### config.mk
export PLATFORM = sky130hd
export DESIGN_NAME = eq_access_ctrl
export DESIGN_NICKNAME = d
export VERILOG_FILES = /design/src/rtl/eq_access_ctrl.sv
export SDC_FILE = /design/constraint.sdc
export NUM_CORES = 1
export LEC_CHECK = 0
export BUFFER_PORTS_ARGS = -buffer_cell sky130_fd_sc_hd__buf_2
export CELL_PAD_IN_SITES_DETAIL_PLACEMENT = 1
export CELL_PAD_IN_SITES_GLOBAL_PLACEMENT = 2
export CORE_MARGIN = 8
export CORE_UTILIZATION = 37
export CTS_CLUSTER_SIZE = 12
export DETAILED_ROUTE_END_ITERATION = 10
export PLACE_DENSITY = 0.74
export SYNTH_ARGS = -nofsm -noshare
export SYNTH_HDL_FRONTEND = slang
export SYNTH_SLANG_ARGS = --single-unit
### constraint.sdc
create_clock -name clk -period 2.2 [get_ports clk]
set_clock_uncertainty 0.2 [all_clocks]
set_input_delay 0.33 -clock clk [delete_from_list [all_inputs] [get_ports clk]]
set_output_delay 0.33 -clock clk [all_outputs]
set_load 0.005 [all_outputs]
### src/rtl/eq_access_ctrl.sv
// Front-end arbiter for the 4-bank Event Queue: buffers inserts in a small FIFO,
// serves scheduler extracts, and issues one-cycle EQ commands with a settle gap.
//
// state | meaning
// IDLE  | waiting; arbitrate between buffered insert and pending extract
// INS   | eq_cs high, insert command with FIFO head on eq_ev_in
// EXT   | eq_cs high, extract command; EQ head captured on exit
// GAP   | eq_cs low for one cycle so EQ busy/len settle before next decision
module eq_access_ctrl #(
  parameter int data_wd     = 32,
  parameter int q_add_wd    = 5,
  parameter int fifo_add_wd = 2,
  parameter int hi          = 15,
  parameter int lo          = 0
) (
  input  logic                   clk,
  input  logic                   rst,
  input  logic [data_wd-1:0]     ins_ev,
  input  logic                   ins_vld,
  output logic                   ins_rdy,
  input  logic                   ext_req,
  output logic [data_wd-1:0]     out_ev,
  output logic                   out_vld,
  output logic [data_wd-1:0]     eq_ev_in,
  output logic                   eq_op,
  output logic                   eq_cs,
  input  logic [data_wd-1:0]     eq_ev_out,
  input  logic                   eq_dv,
  input  logic                   eq_full,
  input  logic                   eq_empty,
  input  logic                   eq_busy_rd,
  input  logic                   eq_busy_wr,
  output logic [fifo_add_wd:0]   pend_cnt,
  output logic                   err_order
);

  localparam int fifo_depth = 1 << fifo_add_wd;

  localparam logic INSERT_CMD  = 1'b0;
  localparam logic EXTRACT_CMD = 1'b1;

  localparam logic [1:0] IDLE = 2'd0;
  localparam logic [1:0] INS  = 2'd1;
  localparam logic [1:0] EXT  = 2'd2;
  localparam logic [1:0] GAP  = 2'd3;

  if (hi >= data_wd || lo > hi || q_add_wd < 1) begin : g_bad_params
    $error("eq_access_ctrl: inconsistent TIME field or EQ length width");
  end

  logic [1:0]             state, state_nxt;
  logic [data_wd-1:0]     fifo_mem [fifo_depth];
  logic [fifo_add_wd-1:0] wr_ptr, rd_ptr;
  logic [fifo_add_wd:0]   cnt;
  logic                   ext_pend;
  logic                   last_ext;
  logic [hi-lo:0]         last_time;
  logic                   push, pop;
  logic                   ins_ok, ext_ok;
  logic                   grant_ins, grant_ext;

  // Count can only reach depth exactly, so its MSB alone marks full.
  assign ins_rdy  = !cnt[fifo_add_wd];
  assign pend_cnt = cnt;
  assign push     = ins_vld && ins_rdy;
  assign pop      = grant_ins;

  assign ins_ok = (cnt != '0) && !eq_full && !eq_busy_wr;
  assign ext_ok = ext_pend && !eq_empty && eq_dv && !eq_busy_rd;

  // last_ext only flips on contested grants, so contention alternates.
  assign grant_ext = (state == IDLE) && ext_ok && (!ins_ok || !last_ext);
  assign grant_ins = (state == IDLE) && ins_ok && (!ext_ok || last_ext);

  assign eq_cs = (state == INS) || (state == EXT);

  always_comb begin
    state_nxt = state;
    case (state)
      IDLE: begin
        if (grant_ext)      state_nxt = EXT;
        else if (grant_ins) state_nxt = INS;
      end
      INS:     state_nxt = GAP;
      EXT:     state_nxt = GAP;
      GAP:     state_nxt = IDLE;
      default: state_nxt = IDLE;
    endcase
  end

  always_ff @(posedge clk) begin
    if (push) fifo_mem[wr_ptr] <= ins_ev;
  end

  always_ff @(posedge clk or negedge rst) begin
    if (!rst) begin
      state     <= IDLE;
      wr_ptr    <= '0;
      rd_ptr    <= '0;
      cnt       <= '0;
      ext_pend  <= 1'b0;
      last_ext  <= 1'b0;
      eq_ev_in  <= '0;
      eq_op     <= INSERT_CMD;
      out_ev    <= '0;
      out_vld   <= 1'b0;
      last_time <= '0;
      err_order <= 1'b0;
    end else begin
      state <= state_nxt;

      if (push) wr_ptr <= wr_ptr + 1'b1;
      if (pop)  rd_ptr <= rd_ptr + 1'b1;
      if (push && !pop)      cnt <= cnt + 1'b1;
      else if (pop && !push) cnt <= cnt - 1'b1;

      if (grant_ext)    ext_pend <= 1'b0;
      else if (ext_req) ext_pend <= 1'b1;

      if (ins_ok && ext_ok && (state == IDLE)) last_ext <= grant_ext;

      if (grant_ins) begin
        eq_ev_in <= fifo_mem[rd_ptr];
        eq_op    <= INSERT_CMD;
      end else if (grant_ext) begin
        eq_op    <= EXTRACT_CMD;
      end

      if (state == EXT) out_ev <= eq_ev_out;
      out_vld <= (state == EXT);

      if (out_vld) begin
        if (out_ev[hi:lo] < last_time) err_order <= 1'b1;
        last_time <= out_ev[hi:lo];
      end
    end
  end

endmodule

; Word-level counts from Yosys, hierarchy flattened
; Memory sizes are Yosys's and may differ from the RTL's. A register that Yosys moved wholly into a read port is not among the register bits.
; Index checks and enable logic that the tools add are counted.
; Widths: inputs -> output; s select.
[totals]
n_memories = 1
input_bits = 73
ramBits = 128
regBits = 62
output_inout_bits = 72
[op_classes]
mux = 11
order_cmp = 1
eq_ne = 4
n_addsub = 4
reduce_logical = 35
[mem_list]
columns = name, depth, width, rd, rd_ports_with_merged_regs, write_ports, line
row1 = fifo_mem, 4, 32, 1, 1, 1, 52  ; logic [data_wd-1:0] fifo_mem [fifo_depth];
[op_table]
columns = operator, count
row1 = $lt 16x16->1, 1
row2 = $logic_and 1x1->1, 14
row3 = $logic_not 1->1, 11
row4 = $mux 1, 6
row5 = $mux 3, 2
row6 = $pmux 2 s3, 1
row7 = $reduce_bool 2->1, 3
row8 = $add 2x1->2 const B, 2
row9 = $eq 2x2->1 const B, 2
row10 = $mux 2, 2
row11 = $add 3x1->3 const B, 1
row12 = $logic_or 1x1->1, 3
row13 = $ne 3x3->1 const B, 1
row14 = $reduce_bool 3->1, 1
row15 = $sub 3x1->3 const B, 1
row16 = $eq 2x1->1 const B, 1
row17 = $logic_not 2->1, 1
row18 = $reduce_and 2->1, 1
row19 = $reduce_or 2->1, 1

; Logic depth before layout (Yosys ltp)
; Gate-level depths: netlist (run 1).
[logic_depth]
ltp_word = 10
mapped_depth = 12

; Worst setup path after synthesis (run 1)
; Ideal clock, no wire load.
[synth_path]
path_kind = register to register
start = register cnt[0], in the netlist pend_cnt[0]
end = register cnt[1], in the netlist pend_cnt[1]
stages_incl_launch_ff = 11
period_less_slack_ps = 2488
setup_ps = 125
setup_slack_ps = -288
t_required_ps = 1875
arrival_ps = 2164
path_cell_list = dfrtp_1 nor3_1 nor3_2 and3_1 buf_6 buf_8 inv_1 ha_1 inv_1 fa_1 mux2_2
[synth_via]
elab_chain_cells = 8
[synth_lines]
columns = item, line
row1 = from (decl), 54  ; logic [fifo_add_wd:0] cnt;
row2 = from (signal assigned), 114  ; if (push && !pop) cnt <= cnt + 1'b1;
row3 = from (signal assigned), 115  ; else if (pop && !push) cnt <= cnt - 1'b1;
row4 = branches (longest 8 deep; another with $sub 3x1->3), n/a
; Parallel ways; which one is timed is not known. The select of a mux whose other input is x is not followed.
; A chain may end at the register's enable or synchronous reset.

; Worst setup path after layout (run 1)
[layout_path]
start = register ext_pend
end = register cnt[1], in the netlist pend_cnt[1]
[layout_via]
elab_chain_cells = 9
[layout_lines]
columns = item, line
row1 = from (decl), 55  ; logic ext_pend;
row2 = from (signal assigned), 101  ; ext_pend <= 1'b0;
row3 = from (signal assigned), 117  ; if (grant_ext) ext_pend <= 1'b0;
row4 = from (signal assigned), 118  ; else if (ext_req) ext_pend <= 1'b1;
row5 = $logic_and 1x1->1 * (3 in series), 69  ; assign ext_ok = ext_pend && !eq_empty && eq_dv && !eq_busy_rd;
row6 = $logic_not 1->1 *, 73  ; assign grant_ins = (state == IDLE) && ins_ok && (!ext_ok || last_ext);
row7 = $logic_or 1x1->1 *, 73
row8 = $logic_and 1x1->1 *, 73
row9 = $logic_not 1->1, 114
row10 = $logic_and 1x1->1, 114
row11 = $mux 3 / $reduce_bool 2->1 (equally long branches), n/a
; Every way passes the cells marked *; elsewhere a longest branch is shown, timed or not.

==> flow_metrics.tcl, run 1 <==
set metrics [dict create \
    status "completed" \
    reg2regPathDepth 8 \
    cap_violations 0 \
    crit_path_start_kind "flop" \
    r2r-start "ext_pend" \
    hold_ws_ps 42.4 \
    placed_area_mm2 0.0101 \
    cts_buffers 25 \
    rsz0062_at_grt "yes" \
    grt_max_degree 48 \
    cts_tree "done" \
    initial_core_util 0.376 \
    synth_cells 475 \
    yosysSeqAreaShare 0.704 \
    path_buf_inv 2 \
    ant_nets 0 \
    gp_congestion 0.751 \
    cp_data_arrival_time_ps 2330 \
    ys_seq_elements 222 \
    syn2layout_area_growth_pct 31.7 \
    totalWireLength_um 20100 \
    synth_largest_area_cell "edfxtp_1" \
    ys_async_sr_fraction 0.423 \
    finish.instance_area_mm2 0.0116 \
    port_buffers 144 \
    critical_path.top_delay_family "adder cells" \
    regArea_mm2 0.00620 \
    final.period_utilization 0.967 \
    pre_cts_slack_ps -103 \
    ys.flop_type "edfxtp_1" \
    stdcell_count 1057 \
    power_density_mw_per_mm2 1330 \
    cpPeakStageDelay_ps 410 \
    fp.dieH_um 170 \
    crit_end "pend_cnt[1]" \
    multi_input_area_mm2 0.00238 \
    drive_gt1_frac 0.435 \
    leakage_nw 4.66 \
    crit_chain "and4bb_1 -> nand2b_1 -> and3_4 -> inv_4 -> ha_4 -> inv_2 -> fa_2 -> mux2_2" \
    synth-edff-count 128 \
    grt_pass1_wl_um 32100 \
    worstSetupPathType "reg -> reg" \
    required_ps 2400 \
    antenna_cells 0 \
    wl_per_cell_um 19.0 \
    r2r_end "pend_cnt[1]" \
    drc_errors 0 \
    layout_min_cycle_time_ps 2130 \
    finalHoldViolCount 0 \
    crit_path_max_fanout 2 \
    crit_start "ext_pend" \
    vias_per_cell 4.71 \
    setup_violations 0 \
    syn-cell-area_mm2 0.00880 \
    worstSetupPathDepth 8 \
    antenna_found_initial 0 \
    die_w_um 170 \
    worst_slack_ps 72.1 \
    grt_pass1_vias 5818 \
    hold_path_class "in -> reg" \
    path_clk_slew_ps 60 \
    synth.avg_cell_area_um2 18.5 \
    fillCellCount 2299 \
    placed_cells 944 \
    design.core.area_mm2 0.0234 \
    dieArea_mm2 0.0290 \
    grt_usage 0.140 \
    netlist_top_cells_area "edfxtp_1 44%, dfrtp_1 27%, mux4_2 8.2%" \
    power_w 0.0153 \
    drt-pass1-iter-count 4 \
    std_cell_rows 56 \
    yosys_warnings 0 \
    dp_hpwl_um 13200 \
    nets 815 \
    relSlewSlack 0.648 \
    root_buffer "clkbuf_16" \
    slowest_stage "fa_2" \
    synth_top_area_frac 0.437 \
    clockBufferDepth 3 \
    ioPinCount 145 \
    fmax_mhz 470 \
    r2r_slack_ps 70 \
    vias 4974 \
    maxSlewViolCount 0 \
    globalRouteOverflowTotal 0 \
    cp-end-kind "flop" \
    yosysUniqueCellTypes 39 \
    drt_iter0_drc 200 \
    syn_nets 571 \
    clk_latency_ps 520 \
    max_slew.worst_pin.slew_ps 527 \
    htreeDepth 1 \
    irDropWorstVdd_uv 802 \
    numClockSinks 222 \
]
[metal layers]
| layer | up-vias | part of all wire | track usage |
|---|---|---|---|
| li1 | 2277 | - | - |
| met5 | - | 0 | 0 |
| met2 | 134 | 0.51 | 0.252 |
| met3 | 31 | 0.062 | 0.0385 |
| met4 | 0 | 0.020 | 0.0378 |
| met1 | 2532 | 0.41 | 0.162 |
[synthesized netlist by cell type (2+ instances only)]
library cell and n:
dfrtp_1 94, o21ai_0 23, xor2_1 3, buf_1 2
buf_12 2, and2_1 5, buf_2 2, inv_1 24
buf_6 4, mux2_4 27, a21oi_1 6, xnor2_1 4
clkbuf_1 8, nand2_1 20, nand4_1 4, mux2_2 38
o21bai_1 2, nor2b_1 3, edfxtp_1 128, ha_1 22
mux4_2 32, nor3_1 2, nor2_1 4
[cell type report]
type,instances,area share
timing repair buffer,237,0.146
clock inverter,9,0.00648
clock buffer,37,0.0641
tap,319,0.0345
sequential,222,0.535
multi-input combinational,209,0.206
inverter,24,0.00799
[how the worst min path moves through the flow]
| stage | startpoint | to | slack, ps | cells past startpoint |
|---|---|---|---|---|
| final | eq_busy_wr | last_ext | 40 | 5 |
| after global routing | eq_busy_wr | last_ext | 50 | 5 |
| after CTS | eq_full | last_ext | 20 | 5 |
| after detailed placement | rst | out_ev[20] | 150 | 1 |
| after global placement | rst | out_ev[19] | 150 | 1 |
| after floorplan | rst | eq_ev_in[0] | -170 | 0 |
[state kept, by name, summed over array words and instances, names as in the netlist, 2 cells and up]
register,flops
eq_ev_in,32
fifo_mem,128
last_time,16
rd_ptr,2
state,2
pend_cnt,3
wr_ptr,2
out_ev,32
[worst reg2reg max path, delay by kind of cell (launching register included)]
kind | cells | cell delay, ps
multiplexers | 1 | 260
buffers and inverters | 2 | 90
AND/OR/NAND/NOR | 3 | 550
flip-flops | 1 | 370
adder cells (fa/ha/maj) | 2 | 560
[power by group]
| group | switching (W) | internal (W) | leakage, nW |
|---|---|---|---|
| logic | 0.00224 | 0.00274 | 1.98 |
| clock network | 0.00161 | 0.00245 | 0.403 |
| registers | 0.000666 | 0.00564 | 2.28 |
| total | 0.00452 | 0.0108 | 4.66 |
[cell families after synthesis]
logic type / after synthesis / synth area share
compound gates: 35 / 0.0222
simple gates: 47 / 0.0283
buf+inv: 44 / 0.0279
flops: 222 / 0.704
fa+ha+maj: 23 / 0.0336
mux: 97 / 0.177
xor+xnor: 7 / 0.00697
[metrics by stage]
stage,setup TNS (ps),util
after floorplan,-422,-
after global placement,-212,0.431
after detailed placement,-1100,0.431
after CTS,0,0.494
after global routing,0,0.495
final,0,0.495
[placed cells by master (no fill, tap or decap), types with 5 or more instances in the layout]
cell type / instances
a21oi_1: 6
buf_12: 8
buf_2: 143
buf_4: 19
clkbuf_1: 6
clkbuf_16: 26
clkbuf_8: 5
clkinv_2: 5
dfrtp_1: 92
dlygate4sd3_1: 66
edfxtp_1: 128
ha_1: 21
inv_1: 22
mux2_2: 38
mux2_4: 27
mux4_2: 32
nand2_1: 20
o21ai_0: 23
[timing repair]
action                     4_1_cts  5_1_grt
setup endpoints to repair       23        2
pin swaps                        0        5
hold endpoints to repair       194        0
gates resized for setup          1        2
setup buffers                    0        1
hold buffers                    66        0
Note: power is estimated with default switching activity, not from simulation.
==> run 2: changes to the inputs <==
--- a/config.mk
+++ b/config.mk
@@ -5,14 +5,15 @@
 export SDC_FILE = /design/constraint.sdc
 export NUM_CORES = 1
 export LEC_CHECK = 0
+export ABC_AREA = 1
 export BUFFER_PORTS_ARGS = -buffer_cell sky130_fd_sc_hd__buf_2
 export CELL_PAD_IN_SITES_DETAIL_PLACEMENT = 1
 export CELL_PAD_IN_SITES_GLOBAL_PLACEMENT = 2
 export CORE_MARGIN = 8
-export CORE_UTILIZATION = 37
+export CORE_UTILIZATION = 40
 export CTS_CLUSTER_SIZE = 12
 export DETAILED_ROUTE_END_ITERATION = 10
-export PLACE_DENSITY = 0.74
+export PLACE_DENSITY_LB_ADDON = 0.15
 export SYNTH_ARGS = -nofsm -noshare
 export SYNTH_HDL_FRONTEND = slang
 export SYNTH_SLANG_ARGS = --single-unit
==> constraint.sdc (replaced) <==
create_clock -name clk -period 2.68 [get_ports clk]
set_clock_uncertainty 0.2 [all_clocks]
set_input_delay 0.402 -clock clk [delete_from_list [all_inputs] [get_ports clk]]
set_output_delay 0.402 -clock clk [all_outputs]
set_load 0.005 [all_outputs]
==> flow_metrics.tcl, run 2 <==
set metrics [dict create \
    final.period_utilization 0.851 \
    worstHoldPathCells 4 \
    top_register "fifo_mem" \
    ys.flop_type "edfxtp_1" \
    synth-edff-count 128 \
    htreeDepth 1 \
    antenna_found_initial 1 \
    ioPinCount 145 \
    totalWireLength_um 22100 \
    synth_top_area_frac 0.437 \
    grt_pass1_vias 6767 \
    crit_start "pend_cnt[0]" \
    grt_usage 0.164 \
    status "completed" \
    port_buffers 144 \
    layout_common_cells "143 x buf_2, 139 x nand2_1, 128 x edfxtp_1" \
    root_buffer "clkbuf_16" \
    crit_path_max_fanout 4 \
    grt_max_degree 67 \
    drive_gt1_frac 0.254 \
    syn_nets 807 \
    hold_path_class "in -> reg" \
    drt-pass1-iter-count 4 \
    reg2regPathDepth 13 \
    tns_ps 0 \
    irDropWorstVdd_uv 507 \
    yosysUniqueCellTypes 28 \
    synth.most_common_cell "nand2_1" \
    r2r-start "pend_cnt[0]" \
    wl_per_cell_um 18.0 \
    gp_congestion 0.733 \
    initial_core_util 0.405 \
    cap_violations 0 \
    dp_hpwl_um 13700 \
    top_regs "fifo_mem x128, eq_ev_in x32, out_ev x32" \
    synth_largest_area_cell "edfxtp_1" \
    worstSetupPathType "reg -> reg" \
    final_common_cell "buf_2" \
    path_clk_slew_ps 60 \
    power_w 0.0122 \
    min_delay_worst_endpoint "wr_ptr[1]" \
    fillCellCount 2252 \
    die_w_um 164 \
    r2r_end "pend_cnt[2]" \
    globalRouteOverflowTotal 0 \
    synth_common_cells "139 x nand2_1, 128 x edfxtp_1, 94 x dfrtp_1" \
    dieArea_mm2 0.0270 \
    required_ps 2870 \
    finalHoldViolCount 0 \
    ys_seq_elements 222 \
    drc_errors 0 \
    syn-cell-area_mm2 0.00879 \
    leakage_nw 4.77 \
    maxSlewViolCount 0 \
    std_cell_rows 54 \
    yosysSeqAreaShare 0.705 \
    hold_start "ins_vld" \
    setup_violations 0 \
    vias_per_cell 4.98 \
    netlist_top_cells_area "edfxtp_1 44%, dfrtp_1 27%, nand2_1 5.9%" \
    ant_nets 0 \
    synth.avg_cell_area_um2 12.4 \
    cp_data_arrival_time_ps 2470 \
    power_density_mw_per_mm2 1080 \
    r2r_slack_ps 400 \
    largest_register_ffs 128 \
    clk_latency_ps 510 \
    drt_iter0_drc 260 \
    grt_pass1_wl_um 35200 \
    max_slew.worst_pin.slew_ps 689 \
    synth_cells 711 \
    layout_min_cycle_time_ps 2280 \
    syn2layout_area_growth_pct 28.6 \
    nets 1027 \
    crit_path_start_kind "flop" \
    numClockSinks 222 \
    ys_async_sr_fraction 0.423 \
    cp-end-kind "flop" \
    relSlewSlack 0.540 \
    vias 6128 \
    post_cts_resized 0 \
    cts_tree "done" \
    clockBufferDepth 3 \
    rsz0062_at_grt "no" \
    fmax_mhz 438 \
    design.core.area_mm2 0.0217 \
    cts_buffers 25 \
    fp.dieH_um 164 \
    yosys_warnings 0 \
]
-- run 2: stage by stage --
stage | worst slack [ps] | utilization | hold slack [ps] | cell area (um2) | std cells
2_1_floorplan | 40.4 | - | -93.6 | 8790 | 711
3_3_place_gp | 333 | 0.455 | 118 | 9860 | 1118
3_5_place_dp | 300 | 0.455 | 123 | 9860 | 1118
4_1_cts | 366 | 0.521 | 54.6 | 11300 | 1229
5_1_grt | 160 | 0.521 | 150 | 11300 | 1230
6_report | 399 | 0.521 | 102 | 11300 | 1230
-- run 2: logic make-up (layout without fill, tap and decap cells) --
| logic type | count (synthesis) | after routing | synth area share |
|---|---|---|---|
| AOI/OAI and AO/OA | 129 | 129 | 0.0783 |
| adders and majority gates | 23 | 23 | 0.0336 |
| muxes | 32 | 32 | 0.0410 |
| other | 0 | 1 | 0 |
| and+or+nand+nor | 228 | 228 | 0.101 |
| xor gates and xnor gates | 5 | 5 | 0.00498 |
| DFF | 222 | 222 | 0.705 |
| buffers and inverters | 72 | 310 | 0.0363 |
-- run 2: layer usage --
layer  track usage  share of wire  up-vias
met5             0              0        -
met4        0.0405          0.016        0
met3        0.0271          0.053       24
met2         0.290           0.50      133
met1         0.204           0.43     3079
li1              -              -     2892
-- run 2: timing repair --
| item | CTS | global route |
|---|---|---|
| buffers inserted | 0 | 0 |
| hold buffers | 66 | 0 |
| endpoints found under the setup margin | 0 | 0 |
| endpoints found under the hold margin | 224 | 0 |
-- run 2: area by class of cell --
cell class / count / area, um2 / share of cell area
diodes: 1 / 2.50 / 0.000221
clock buffers: 35 / 703 / 0.0622
clock inverters: 10 / 75.1 / 0.00664
inverters: 40 / 153 / 0.0135
multi-input cells: 417 / 2300 / 0.204
flip-flops and latches: 222 / 6200 / 0.548
well taps: 280 / 350 / 0.0310
repair buffers: 225 / 1520 / 0.135
-- run 2: worst max-delay path by stage --
stage                     endpoint  slack [ps]  cells past startpoint
floorplan           fifo_mem[2][0]          40                      4
global placement       pend_cnt[2]         330                     12
detailed placement     pend_cnt[2]         300                     12
CTS                    pend_cnt[2]         370                     13
global route           pend_cnt[2]         160                     13
finish                 pend_cnt[2]         400                     13
-- run 2: worst max-delay path: stages, from the launching register on --
cell and delay [ps]:
dfrtp_1 430, nor2_1 120, nand2_1 70, nand2_2 80, clkinv_1 90, nand2_2 110, nor2_8 40, inv_4 50
ha_1 130, inv_1 70, fa_1 380, a21oi_1 140, o21ai_0 100, xor2_1 150
-- run 2: where the power goes --
part	switching [W]	internal (W)	total, W
combinational	0.00231	0.00163	0.00395
clock	0.00129	0.00192	0.00320
sequential	0.000486	0.00458	0.00506
total	0.00409	0.00813	0.0122
==> run 3: changes to the inputs <==
--- a/config.mk
+++ b/config.mk
@@ -13,7 +13,7 @@
 export CORE_UTILIZATION = 40
 export CTS_CLUSTER_SIZE = 12
 export DETAILED_ROUTE_END_ITERATION = 10
-export PLACE_DENSITY_LB_ADDON = 0.15
+export PLACE_DENSITY = 0.85
 export SYNTH_ARGS = -nofsm -noshare
 export SYNTH_HDL_FRONTEND = slang
 export SYNTH_SLANG_ARGS = --single-unit
==> flow_metrics.tcl, run 3 (synthesis gave the netlist of run 2 again) <==
set metrics [dict create \
    pre_cts_slack_ps 284 \
    drc_errors 0 \
    design.core.area_mm2 0.0217 \
    ioPinCount 145 \
    initial_core_util 0.405 \
    fp.dieH_um 164 \
    status "completed" \
    hold_start "ins_vld" \
    vias_per_cell 4.98 \
    top_regs "fifo_mem x128, eq_ev_in x32, out_ev x32" \
    crit_chain "nor2_1 -> nand2_1 -> nand2_2 -> clkinv_1 -> nand2_2 -> nor2_8 -> inv_4 -> ha_1 -> inv_1 -> fa_1 -> a21oi_1 -> o21ai_0 -> xor2_1" \
    post_cts_resized 0 \
    setup_violations 0 \
    dieArea_mm2 0.0270 \
    finalHoldViolCount 0 \
    irDropWorstVdd_uv 522 \
    path_buf_inv 3 \
    max_slew.worst_pin.slew_ps 676 \
    maxSlewViolCount 0 \
    grt_pass1_vias 6778 \
    crit_path_start_kind "flop" \
    multi_input_area_mm2 0.00230 \
    leakage_nw 4.79 \
    antenna_found_initial 1 \
    htreeDepth 1 \
    die_w_um 164 \
    clk_latency_ps 530 \
    vias 6129 \
    crit_path_max_fanout 4 \
    top_register "fifo_mem" \
    r2r_end "pend_cnt[2]" \
    hold_path_class "in -> reg" \
    cpMostUsedCell "nand2_2" \
    antenna_cells 0 \
    root_buffer "clkbuf_16" \
    power_density_mw_per_mm2 1070 \
    rsz0062_at_grt "no" \
    reg2regPathDepth 13 \
    numClockSinks 222 \
    final_common_cell "buf_2" \
    totalWireLength_um 21900 \
    final.period_utilization 0.870 \
    grt_usage 0.163 \
    grt_pass1_wl_um 35200 \
    port_buffers 144 \
    globalRouteOverflowTotal 0 \
    r2r-start "pend_cnt[0]" \
    relSlewSlack 0.550 \
    drt-pass1-iter-count 6 \
    cts_buffers 25 \
    power_w 0.0122 \
    regArea_mm2 0.00620 \
    worstHoldPathCells 4 \
    critical_path.top_delay_family "adder cells" \
    r2r_slack_ps 350 \
    worst_slack_ps 349 \
    dp_hpwl_um 13800 \
    cap_violations 0 \
    ant_nets 0 \
    drive_gt1_frac 0.254 \
    path_clk_slew_ps 60 \
    largest_register_ffs 128 \
    gp_congestion 0.717 \
    layout_min_cycle_time_ps 2330 \
    worstSetupPathType "reg -> reg" \
    cp-end-kind "flop" \
    wl_per_cell_um 17.8 \
    syn2layout_area_growth_pct 29.0 \
    nets 1029 \
    std_cell_rows 54 \
    layout_common_cells "143 x buf_2, 139 x nand2_1, 128 x edfxtp_1" \
    cpPeakStageDelay_ps 430 \
    required_ps 2870 \
    cts_tree "done" \
    fmax_mhz 429 \
    cp_data_arrival_time_ps 2520 \
    drt_iter0_drc 207 \
    grt_max_degree 67 \
    fillCellCount 2242 \
    slowest_stage "dfrtp_1" \
    tns_ps 0 \
    clockBufferDepth 3 \
    min_delay_worst_endpoint "wr_ptr[1]" \
]
## run 3: changes by cell type in the layout (fill, tap and decap cells not counted)
cell / delta
inv_16: +1
clkbuf_1: +2
clkinv_2: -1
diode_2: -1
clkinvlp_4: -1
clkinv_1: -1
clkbuf_8: +1
bufinv_16: -1
buf_12: +2
## run 3: repair_timing
item / CTS / global route
hold buffers: 66 / 0
setup buffers: 0 / 0
hold endpoints to repair: 207 / 0
## run 3: tightest hold or removal path: cells and delay by family
kind | cells | cell delay (ps)
compound gates | 1 | 80
simple gates | 1 | 80
buf+inv | 2 | 180
## run 3: final cells by class
cell class / instances / area share
clock buffer: 38 / 0.0639
clock inverter: 7 / 0.00430
inverter: 40 / 0.0135
multi-input combinational: 417 / 0.203
sequential: 222 / 0.547
tap: 280 / 0.0309
timing repair buffer: 227 / 0.138
## run 3: through the flow
| stage | std cells | cell area (um2) | hold WS, ps | util |
|---|---|---|---|---|
| 3_3_place_gp | 1120 | 9900 | 250 | 0.457 |
| 6_report | 1231 | 11300 | 68.3 | 0.523 |
| 4_1_cts | 1231 | 11300 | 69.5 | 0.523 |
| 5_1_grt | 1231 | 11300 | 87.3 | 0.523 |
| 2_1_floorplan | 711 | 8790 | -93.6 | - |
| 3_5_place_dp | 1120 | 9900 | 255 | 0.457 |
## run 3: worst max path at each step
| stage | cells past startpoint | from | to |
|---|---|---|---|
| finish | 13 | pend_cnt[0] | pend_cnt[2] |
| global route | 13 | pend_cnt[0] | pend_cnt[2] |
| CTS | 13 | pend_cnt[0] | pend_cnt[2] |
| detailed placement | 12 | eq_empty | pend_cnt[2] |
| global placement | 12 | eq_empty | pend_cnt[2] |
| floorplan | 4 | wr_ptr[0] | fifo_mem[2][0] |
## run 3: layer usage
metal  up-vias  global-route usage  routed length [um]  share of wire
li1       2885                   -                   -              -
met1      3060               0.197                9110           0.42
met2       156               0.299               11000           0.50
met3        26              0.0306                1350          0.062
met4         2              0.0331                 383          0.018
met5         -                   0                  10        0.00046
## run 3: where the power goes
part	leakage, nW	internal [W]	switching (W)	total [W]
clock	0.384	0.00187	0.00132	0.00318
combinational	2.10	0.00164	0.00230	0.00394
sequential	2.30	0.00458	0.000482	0.00506
